$ cat src/rtl/br_cmp_sched_if.sv
// Request/response and comparator bundle for br_cmp_sched.
// The slave modport is the scheduler; the master modport is issue logic plus the comparator.
interface br_cmp_sched_if #(
    parameter int XLEN = 32
);
    logic            br_req_i;
    logic [2:0]      br_funct3_i;
    logic [XLEN-1:0] br_rs1_i;
    logic [XLEN-1:0] br_rs2_i;
    logic            br_gnt_o;
    logic            br_vld_o;
    logic            br_taken_o;
    logic            br_illegal_o;
    logic            br_rsp_rdy_i;
    logic            br_kill_i;
    logic            slt_req_i;
    logic            slt_unsign_i;
    logic [XLEN-1:0] slt_a_i;
    logic [XLEN-1:0] slt_b_i;
    logic            slt_gnt_o;
    logic            slt_vld_o;
    logic [XLEN-1:0] slt_res_o;
    logic            slt_rsp_rdy_i;
    logic [XLEN-1:0] cmp_rs1_o;
    logic [XLEN-1:0] cmp_rs2_o;
    logic            cmp_unsign_o;
    logic            cmp_less_i;
    logic            cmp_equal_i;

    modport slave (
        input  br_req_i, br_funct3_i, br_rs1_i, br_rs2_i, br_rsp_rdy_i, br_kill_i,
        input  slt_req_i, slt_unsign_i, slt_a_i, slt_b_i, slt_rsp_rdy_i,
        input  cmp_less_i, cmp_equal_i,
        output br_gnt_o, br_vld_o, br_taken_o, br_illegal_o,
        output slt_gnt_o, slt_vld_o, slt_res_o,
        output cmp_rs1_o, cmp_rs2_o, cmp_unsign_o
    );

    modport master (
        output br_req_i, br_funct3_i, br_rs1_i, br_rs2_i, br_rsp_rdy_i, br_kill_i,
        output slt_req_i, slt_unsign_i, slt_a_i, slt_b_i, slt_rsp_rdy_i,
        output cmp_less_i, cmp_equal_i,
        input  br_gnt_o, br_vld_o, br_taken_o, br_illegal_o,
        input  slt_gnt_o, slt_vld_o, slt_res_o,
        input  cmp_rs1_o, cmp_rs2_o, cmp_unsign_o
    );
endinterface

$ cat src/rtl/br_cmp_sched.sv
// Round-robin sequencer sharing one branch comparator between the branch and SLT units.
// Define BR_CMP_SCHED_FAST_EN to drop the CMP state and compare directly at the grant edge.
module br_cmp_sched #(
    parameter int XLEN     = 32,
    parameter bit RSP_HOLD = 1'b1
) (
    input  logic            clk_i,
    input  logic            rst_i,
    br_cmp_sched_if.slave   bus
);
    typedef enum logic [1:0] {S_IDLE = 2'd0, S_CMP = 2'd1, S_RSP = 2'd2} state_t;
    localparam logic OWN_BR  = 1'b0;
    localparam logic OWN_SLT = 1'b1;

    state_t          r_state, w_state_next;
    logic            r_rr_last, r_owner, r_unsign;
    logic [XLEN-1:0] r_rs1, r_rs2;
    logic            r_taken, r_illegal, r_less;
    logic            w_br_gnt, w_slt_gnt, w_any_gnt;
    logic            w_kill_own, w_rsp_rdy, w_res_load, w_res_owner;
    logic [XLEN-1:0] w_gnt_rs1, w_gnt_rs2;
    logic            w_gnt_unsign;
    logic [2:0]      w_dec_f3;
    logic [1:0]      w_dec;

    // {illegal, taken}
    function automatic logic [1:0] br_decode(input logic [2:0] f3, input logic less,
                                             input logic equal);
        case (f3)
            3'b000:         return {1'b0, equal};
            3'b001:         return {1'b0, ~equal};
            3'b010, 3'b011: return 2'b10;
            3'b100, 3'b110: return {1'b0, less};
            default:        return {1'b0, ~less};
        endcase
    endfunction

    // Tie goes to whichever port did not win last; a killed branch never competes.
    assign w_br_gnt  = (r_state == S_IDLE) && !rst_i && bus.br_req_i && !bus.br_kill_i &&
                       (!bus.slt_req_i || (r_rr_last == OWN_SLT));
    assign w_slt_gnt = (r_state == S_IDLE) && !rst_i && bus.slt_req_i && !w_br_gnt;
    assign w_any_gnt = w_br_gnt || w_slt_gnt;

    assign w_gnt_rs1    = w_br_gnt ? bus.br_rs1_i : bus.slt_a_i;
    assign w_gnt_rs2    = w_br_gnt ? bus.br_rs2_i : bus.slt_b_i;
    assign w_gnt_unsign = w_br_gnt ? bus.br_funct3_i[1] : bus.slt_unsign_i;

    assign w_kill_own = bus.br_kill_i && (r_owner == OWN_BR) && (r_state != S_IDLE);
    assign w_rsp_rdy  = (r_owner == OWN_BR) ? bus.br_rsp_rdy_i : bus.slt_rsp_rdy_i;

`ifdef BR_CMP_SCHED_FAST_EN
    assign bus.cmp_rs1_o    = (r_state == S_IDLE) ? w_gnt_rs1    : r_rs1;
    assign bus.cmp_rs2_o    = (r_state == S_IDLE) ? w_gnt_rs2    : r_rs2;
    assign bus.cmp_unsign_o = (r_state == S_IDLE) ? w_gnt_unsign : r_unsign;
    assign w_res_load  = w_any_gnt;
    assign w_res_owner = w_slt_gnt;
    assign w_dec_f3    = bus.br_funct3_i;
`else
    logic [2:0] r_funct3;
    assign bus.cmp_rs1_o    = r_rs1;
    assign bus.cmp_rs2_o    = r_rs2;
    assign bus.cmp_unsign_o = r_unsign;
    assign w_res_load  = (r_state == S_CMP) && !w_kill_own;
    assign w_res_owner = r_owner;
    assign w_dec_f3    = r_funct3;

    always_ff @(posedge clk_i) begin
        if (rst_i)          r_funct3 <= '0;
        else if (w_any_gnt) r_funct3 <= bus.br_funct3_i;
    end
`endif

    assign w_dec = br_decode(w_dec_f3, bus.cmp_less_i, bus.cmp_equal_i);

    always_ff @(posedge clk_i) begin
        if (rst_i) r_state <= S_IDLE;
        else       r_state <= w_state_next;
    end

    always_comb begin
        w_state_next = r_state;
        case (r_state)
            S_IDLE: begin
`ifdef BR_CMP_SCHED_FAST_EN
                if (w_any_gnt) w_state_next = S_RSP;
`else
                if (w_any_gnt) w_state_next = S_CMP;
`endif
            end
            S_CMP:   w_state_next = w_kill_own ? S_IDLE : S_RSP;
            S_RSP: begin
                if (w_kill_own || !RSP_HOLD || w_rsp_rdy) w_state_next = S_IDLE;
            end
            default: w_state_next = S_IDLE;
        endcase
    end

    always_comb begin
        bus.br_gnt_o  = w_br_gnt;
        bus.slt_gnt_o = w_slt_gnt;
        bus.br_vld_o  = 1'b0;
        bus.slt_vld_o = 1'b0;
        if (r_state == S_RSP) begin
            bus.br_vld_o  = (r_owner == OWN_BR) && !bus.br_kill_i;
            bus.slt_vld_o = (r_owner == OWN_SLT);
        end
    end

    always_ff @(posedge clk_i) begin
        if (rst_i) begin
            r_rr_last <= OWN_SLT;
            r_owner   <= OWN_BR;
            r_unsign  <= 1'b0;
            r_rs1     <= '0;
            r_rs2     <= '0;
        end else if (w_any_gnt) begin
            r_rr_last <= w_slt_gnt;
            r_owner   <= w_slt_gnt;
            r_unsign  <= w_gnt_unsign;
            r_rs1     <= w_gnt_rs1;
            r_rs2     <= w_gnt_rs2;
        end
    end

    // Only the owning unit's result registers move, so the idle unit's outputs stay put.
    always_ff @(posedge clk_i) begin
        if (rst_i) begin
            r_taken   <= 1'b0;
            r_illegal <= 1'b0;
            r_less    <= 1'b0;
        end else if (w_res_load) begin
            if (w_res_owner == OWN_BR) begin
                r_illegal <= w_dec[1];
                r_taken   <= w_dec[0];
            end else begin
                r_less <= bus.cmp_less_i;
            end
        end
    end

    assign bus.br_taken_o   = r_taken;
    assign bus.br_illegal_o = r_illegal;
    assign bus.slt_res_o    = {{(XLEN-1){1'b0}}, r_less};
endmodule
$ cat src/flat_wrapper.sv
// flat-port wrapper written by rule: the top's interface ports become plain ports
module br_cmp_sched_flat 
#(
    parameter int XLEN     = 32,
    parameter bit RSP_HOLD = 1'b1
)
  (clk_i, rst_i, bus_br_req_i, bus_br_funct3_i, bus_br_rs1_i, bus_br_rs2_i, bus_br_rsp_rdy_i, bus_br_kill_i, bus_slt_req_i, bus_slt_unsign_i, bus_slt_a_i, bus_slt_b_i, bus_slt_rsp_rdy_i, bus_cmp_less_i, bus_cmp_equal_i, bus_br_gnt_o, bus_br_vld_o, bus_br_taken_o, bus_br_illegal_o, bus_slt_gnt_o, bus_slt_vld_o, bus_slt_res_o, bus_cmp_rs1_o, bus_cmp_rs2_o, bus_cmp_unsign_o);
  br_cmp_sched_if #(.XLEN(XLEN)) bus_i ();
  input  logic clk_i;
  input  logic rst_i;
  input wire logic [$bits(bus_i.br_req_i)-1:0] bus_br_req_i;
  input wire logic [$bits(bus_i.br_funct3_i)-1:0] bus_br_funct3_i;
  input wire logic [$bits(bus_i.br_rs1_i)-1:0] bus_br_rs1_i;
  input wire logic [$bits(bus_i.br_rs2_i)-1:0] bus_br_rs2_i;
  input wire logic [$bits(bus_i.br_rsp_rdy_i)-1:0] bus_br_rsp_rdy_i;
  input wire logic [$bits(bus_i.br_kill_i)-1:0] bus_br_kill_i;
  input wire logic [$bits(bus_i.slt_req_i)-1:0] bus_slt_req_i;
  input wire logic [$bits(bus_i.slt_unsign_i)-1:0] bus_slt_unsign_i;
  input wire logic [$bits(bus_i.slt_a_i)-1:0] bus_slt_a_i;
  input wire logic [$bits(bus_i.slt_b_i)-1:0] bus_slt_b_i;
  input wire logic [$bits(bus_i.slt_rsp_rdy_i)-1:0] bus_slt_rsp_rdy_i;
  input wire logic [$bits(bus_i.cmp_less_i)-1:0] bus_cmp_less_i;
  input wire logic [$bits(bus_i.cmp_equal_i)-1:0] bus_cmp_equal_i;
  output wire logic [$bits(bus_i.br_gnt_o)-1:0] bus_br_gnt_o;
  output wire logic [$bits(bus_i.br_vld_o)-1:0] bus_br_vld_o;
  output wire logic [$bits(bus_i.br_taken_o)-1:0] bus_br_taken_o;
  output wire logic [$bits(bus_i.br_illegal_o)-1:0] bus_br_illegal_o;
  output wire logic [$bits(bus_i.slt_gnt_o)-1:0] bus_slt_gnt_o;
  output wire logic [$bits(bus_i.slt_vld_o)-1:0] bus_slt_vld_o;
  output wire logic [$bits(bus_i.slt_res_o)-1:0] bus_slt_res_o;
  output wire logic [$bits(bus_i.cmp_rs1_o)-1:0] bus_cmp_rs1_o;
  output wire logic [$bits(bus_i.cmp_rs2_o)-1:0] bus_cmp_rs2_o;
  output wire logic [$bits(bus_i.cmp_unsign_o)-1:0] bus_cmp_unsign_o;
  assign bus_i.br_req_i = bus_br_req_i;
  assign bus_i.br_funct3_i = bus_br_funct3_i;
  assign bus_i.br_rs1_i = bus_br_rs1_i;
  assign bus_i.br_rs2_i = bus_br_rs2_i;
  assign bus_i.br_rsp_rdy_i = bus_br_rsp_rdy_i;
  assign bus_i.br_kill_i = bus_br_kill_i;
  assign bus_i.slt_req_i = bus_slt_req_i;
  assign bus_i.slt_unsign_i = bus_slt_unsign_i;
  assign bus_i.slt_a_i = bus_slt_a_i;
  assign bus_i.slt_b_i = bus_slt_b_i;
  assign bus_i.slt_rsp_rdy_i = bus_slt_rsp_rdy_i;
  assign bus_i.cmp_less_i = bus_cmp_less_i;
  assign bus_i.cmp_equal_i = bus_cmp_equal_i;
  assign bus_br_gnt_o = bus_i.br_gnt_o;
  assign bus_br_vld_o = bus_i.br_vld_o;
  assign bus_br_taken_o = bus_i.br_taken_o;
  assign bus_br_illegal_o = bus_i.br_illegal_o;
  assign bus_slt_gnt_o = bus_i.slt_gnt_o;
  assign bus_slt_vld_o = bus_i.slt_vld_o;
  assign bus_slt_res_o = bus_i.slt_res_o;
  assign bus_cmp_rs1_o = bus_i.cmp_rs1_o;
  assign bus_cmp_rs2_o = bus_i.cmp_rs2_o;
  assign bus_cmp_unsign_o = bus_i.cmp_unsign_o;
  br_cmp_sched #(.XLEN(XLEN), .RSP_HOLD(RSP_HOLD)) u_core (.clk_i(clk_i), .rst_i(rst_i), .bus(bus_i));
endmodule
$ cat config.mk
export PLATFORM = sky130hd
export DESIGN_NAME = br_cmp_sched_flat
export DESIGN_NICKNAME = d
export VERILOG_FILES = /design/src/rtl/br_cmp_sched_if.sv /design/src/rtl/br_cmp_sched.sv /design/src/flat_wrapper.sv
export SDC_FILE = /design/constraint.sdc
export NUM_CORES = 1
export LEC_CHECK = 0
export BUFFER_PORTS_ARGS = -buffer_cell sky130_fd_sc_hd__buf_2
export CORE_MARGIN = 2
export CORE_UTILIZATION = 36
export CTS_CLUSTER_DIAMETER = 80
export DETAILED_ROUTE_END_ITERATION = 16
export PLACE_DENSITY = 0.72
export SLEW_MARGIN = 40
export SYNTH_ARGS = -nofsm -noshare
export SYNTH_HDL_FRONTEND = slang
export SYNTH_SLANG_ARGS = --single-unit
$ cat constraint.sdc
create_clock -name clk_i -period 1.68 [get_ports clk_i]
set_input_delay 0.252 -clock clk_i [delete_from_list [all_inputs] [get_ports clk_i]]
set_output_delay 0.252 -clock clk_i [all_outputs]
set_load 0.1 [all_outputs]
Yosys cells after proc, flatten, opt, wreduce, memory -nomap -nowiden

Index checks and enable logic that the tools add are counted.

Eq/ne operators: 9
Reduce and logical (&&, ||, !) cells: 26
Bitwise operators: 3
Mux-type cells: 11

Operators with widths:

| operator           | count |
|---|---|
| $mux 32            | 2 |
| $logic_and 1x1->1  | 10 |
| $pmux 2 s4         | 1 |
| $eq 3x2->1 const B | 2 |
| $eq 3x3->1 const B | 2 |
| $mux 2             | 3 |
| $pmux 2 s3         | 1 |
| $reduce_and 2->1   | 3 |
| $logic_not 1->1    | 5 |
| $mux 1             | 4 |
| $ne 2x1->1 const B | 2 |
| $reduce_or 2->1    | 2 |
| $eq 3x1->1 const B | 1 |
| $logic_not 3->1    | 1 |
| $logic_or 1x1->1   | 3 |
| $not 1->1          | 3 |
| $eq 2x1->1 const B | 1 |
| $eq 2x2->1 const B | 1 |
| $logic_not 2->1    | 1 |
| $reduce_bool 2->1  | 1 |

Logic and storage cells: 59
Register bits: 75

Logic depth before layout (Yosys ltp)

Depth after elaboration: 10
Depth in mapped cells: 6
Mapped depth without buffers: 4

Least setup slack after synthesis

OpenSTA, ideal clock, no wires.

Kind: reg2out
Start point: reg u_core.r_state[1]
End point: out bus_br_vld_o
Cell stages (with the launch flop): 2
Data required time: 1.428 ns
Buffers on the path: 0
Setup slack: -2.118 ns
Data arrival time: 3.546 ns
Cells stage by stage: dfxtp_1 nor4b_1

Word-level cells in the longest chain between the ends: 2

Ends and longest elaborated chain:

| element                  | RTL line            | source |
|---|---|---|
| start: declaration       | br_cmp_sched.sv:15  | `state_t r_state, w_state_next;` |
| start signal: assignment | br_cmp_sched.sv:77  | `else r_state <= w_state_next;` |
| $eq 2x2->1               | br_cmp_sched.sv:103 | `if (r_state == S_RSP) begin` |
| $mux 1                   | br_cmp_sched.sv:103 |  |
| end: declaration         | flat_wrapper.sv:25  | `output wire logic [$bits(bus_i.br_vld_o)-1:0] bus_br_vld_o;` |

Every way passes these cells.

Worst setup path after layout

Start point: reg u_core.r_rr_last
End point: out bus_br_gnt_o

Word-level cells in the longest chain between the ends: 2

Ends and longest elaborated chain:

| element                  | RTL line            | source |
|---|---|---|
| start: declaration       | br_cmp_sched.sv:16  | `logic r_rr_last, r_owner, r_unsign;` |
| start signal: assignment | br_cmp_sched.sv:117 | `r_rr_last <= w_slt_gnt;` |
| $logic_or 1x1->1         | br_cmp_sched.sv:40  | `(!bus.slt_req_i \|\| (r_rr_last == OWN_SLT));` |
| $logic_and 1x1->1        | br_cmp_sched.sv:39  | `assign w_br_gnt = (r_state == S_IDLE) && !rst_i && bus.br_req_i && !bus.br_kill_i &&` |
| end: declaration         | flat_wrapper.sv:24  | `output wire logic [$bits(bus_i.br_gnt_o)-1:0] bus_br_gnt_o;` |

Every way passes these cells.

==> metrics.csv <==
metric,value,unit
setup_viol,0,
placement.cell_area,4460,µm²
postLayoutCoreUtil,51.3,%
number_of_antenna_violations_at_the_first_check_in_global_routing,0,
maximum_level_of_the_cts_h_tree,3,
postSynthCellCount,439,
antenna_cells,0,
grt_use_total,17.9,%
fin_worst_skew,0.00954,ns
root_buffer,sky130_fd_sc_hd__clkbuf_8,
reg2reg_to,u_core.bus.cmp_rs1_o[5]$_SDFFE_PP0P_,
initial_utilization,36.6,%
worst_path_max_delay_cell,sky130_fd_sc_hd__dfxtp_4,
grt_overflow,0,
wire_per_inst,12.4,µm
yosys.area.top_type,sky130_fd_sc_hd__dfxtp_1,
synth_top_area_share,44.8,%
status,"finished, final reports clean",
ys_seq_area_share,44.8,%
timing.critical_path.slowest_cell_delay,0.37,ns
num_rows,35,
worst-endpoint-required,1.43,ns
max_cap_violations,0,
achievable-frequency,622,MHz
num_io_pins,244,
post-route-drc-count,0,
timing.setup.critical_path_class,flip-flop to output pin,
clk_pin_slew,0.08,ns
detail_route.wirelength,9370,µm
port-buffer-count,212,
timing.critical_path.to,bus_br_gnt_o,
synth.area.top_cells,"sky130_fd_sc_hd__dfxtp_1 (45%), sky130_fd_sc_hd__nor2_1 (22%), sky130_fd_sc_hd__nor4_1 (12%)",
vias_per_cell,4.83,
gp_routability_congestion,0.850,
seq_cells_post_synth,75,
first_pass_iters,4,
die_height,100,µm
cts_buffers,9,
finish.instance_area,4700,µm²
setup_repair_after_global_routing_missed_its_margin,true,
synth.distinct_cells,30,
dr.first_iter.drc_count,107,
min-delay-start,bus_br_funct3_i[2],
setup.worst_path.end_class,output pin,
finalHoldViolCount,0,
ff2ff_path_depth,5,
critical_path_arrival,1.35,ns
cts_tree,done,
synth-warning-count,0,
power.static_leakage,2.36,nW
max_ir_drop_vdd,0.502,mV
syn_avg_cell_area,7.63,µm²
clock_sink_count,75,
critical_path.reg2reg.startpoint,u_core.r_state[1]$_SDFFE_PP0P_,
syn_to_final_growth,40.3,%
crit_path_max_fanout,4,
most_frequent_cell_after_synthesis,sky130_fd_sc_hd__nor2_1,
hold_class,input pin to flip-flop,
fin_crit_sh,95.7,%
synth_ff_type,sky130_fd_sc_hd__dfxtp_1,
latest_clock_arrival_within_the_worst_skew_pair,0.34,ns
yosys-top-cells-count,"sky130_fd_sc_hd__nor2_1 (199), sky130_fd_sc_hd__dfxtp_1 (75), sky130_fd_sc_hd__nor4_1 (64), sky130_fd_sc_hd__buf_4 (34)",
pin_count_of_the_biggest_net_entering_global_routing,40,
worstSetupStartpoint,u_core.r_rr_last$_SDFFE_PP1P_,
fp.dieArea,10100,µm²
place_hpwl,7040,µm
post-route-min-period,1.61,ns
power_density,1190,nW/µm²
number_of_synthesized_flops_with_an_enable_pin,0,
async_reset_ff_share,0,%
grt_first_pass_wirelength,14800,µm
final_nets,782,
post_route_cells_drive_above_1_share,38.4,%
critical_path.cell_chain,o21ai_2 -> nor4_4 -> buf_12,
r2r_slack,0.18,ns
tns,0,ns
clock_tree.buffer_depth,2,
synth_area,3350,µm²
final_antenna_net_count,0,
first_global_vias,3458,
start_kind,flip-flop,
via_count,3652,
core_region_area,9150,µm²
die_width,100,µm
report.final.slew_viol_count,0,
==> cell usage in the layout (no fill, tap or decap), types with 2 or more instances in the layout <==
| master | count |
|---|---|
| sky130_fd_sc_hd__bufinv_16 | 2 |
| sky130_fd_sc_hd__a21oi_1 | 4 |
| sky130_fd_sc_hd__nor3_1 | 2 |
| sky130_fd_sc_hd__nand2b_1 | 3 |
| sky130_fd_sc_hd__buf_4 | 6 |
| sky130_fd_sc_hd__clkinvlp_4 | 2 |
| sky130_fd_sc_hd__nor2_1 | 199 |
| sky130_fd_sc_hd__nor4_1 | 63 |
| sky130_fd_sc_hd__clkbuf_1 | 2 |
| sky130_fd_sc_hd__clkbuf_8 | 9 |
| sky130_fd_sc_hd__a21o_1 | 3 |
| sky130_fd_sc_hd__buf_12 | 8 |
| sky130_fd_sc_hd__buf_2 | 208 |
| sky130_fd_sc_hd__conb_1 | 31 |
| sky130_fd_sc_hd__dfxtp_1 | 72 |
| sky130_fd_sc_hd__nand3b_1 | 4 |
| sky130_fd_sc_hd__a211oi_1 | 2 |
| sky130_fd_sc_hd__mux2i_1 | 4 |
| sky130_fd_sc_hd__dfxtp_4 | 3 |
==> stage by stage <==
stage | total power, mW | setup slack (ns) | instances | hold slack, ns
6_report | 5.58 | 0.0730 | 756 | 0.150
5_1_grt | 5.83 | -0.00652 | 756 | 0.134
4_1_cts | 5.64 | 0.0184 | 756 | 0.130
3_5_place_dp | 4.16 | 0.124 | 740 | 0.473
3_3_place_gp | 4.13 | 0.212 | 740 | 0.467
2_1_floorplan | 3.81 | -0.187 | 469 | 0.396
==> metal layers <==
layer | GRT usage (%) | part of all wire (%) | up-vias
li1 | - | - | 1803
met1 | 18.8 | 40 | 1680
met2 | 33.4 | 51 | 150
met3 | 4.85 | 7.0 | 19
met4 | 7.90 | 2.0 | 0
met5 | 0 | 0 | -
==> report_power, final <==
part	switching (mW)	internal (mW)
Clock	0.632	0.833
Sequential	0.0864	1.92
Combinational	1.69	0.412
==> state kept, by name, indices dropped and copies added (netlist names) <==
register	flops
u_core.bus.cmp_rs1_o	32
u_core.bus.cmp_rs2_o	32
u_core.r_funct3	3
u_core.r_state	2
u_core.bus.br_illegal_o	1
u_core.bus.br_taken_o	1
u_core.bus.cmp_unsign_o	1
u_core.r_less	1
u_core.r_owner	1
u_core.r_rr_last	1
==> logic make-up (layout without fill, tap and decap cells) <==
kind of cell / after synthesis / after routing / share of synthesized area, %
xor+xnor: 2 / 2 / 0.523
simple gates: 279 / 279 / 37.7
other cells: 1 / 31 / 0.112
buf+inv: 64 / 240 / 12.9
mux: 4 / 4 / 1.19
flops: 75 / 75 / 44.8
compound gates: 14 / 14 / 2.73
==> worst min path at each step <==
| stage | depth (start not counted) | slack, ns | end |
|---|---|---|---|
| finish | 3 | 0.15 | u_core.r_funct3[2]$_SDFFE_PP0P_ |
| CTS | 3 | 0.13 | u_core.r_funct3[2]$_SDFFE_PP0P_ |
| global route | 3 | 0.13 | u_core.r_funct3[2]$_SDFFE_PP0P_ |
| floorplan | 2 | 0.40 | u_core.r_less$_SDFFE_PP0P_ |
| global placement | 2 | 0.47 | u_core.bus.br_illegal_o$_SDFFE_PP0P_ |
| detailed placement | 2 | 0.47 | u_core.bus.br_illegal_o$_SDFFE_PP0P_ |
==> critical path, delay by kind of cell, from the launching register on <==
kind | cells | cell delay [ns]
buffers and inverters | 1 | 0.22
AND/OR/NAND/NOR | 1 | 0.35
AO/OA/AOI/OAI | 1 | 0.09
flip-flops | 1 | 0.37
==> final cells by class <==
cell class,count,area (µm²)
Clock buffer,11,131
Clock inverter,4,76.3
Fill cell,905,4450
Inverter,2,11.3
Multi-Input combinational cell,330,1580
Sequential cell,75,1510
Tap cell,111,139
Timing Repair Buffer,223,1250
==> what timing repair did <==
| action | 4_1_cts | 5_1_grt |
|---|---|---|
| setup buffers | 1 | 0 |
| gates resized for setup | 0 | 8 |
| endpoints found under the setup margin | 1 | 2 |
| pin swaps | 1 | 2 |
| hold buffers | 0 | 0 |
(Power assumes the default switching activity.)
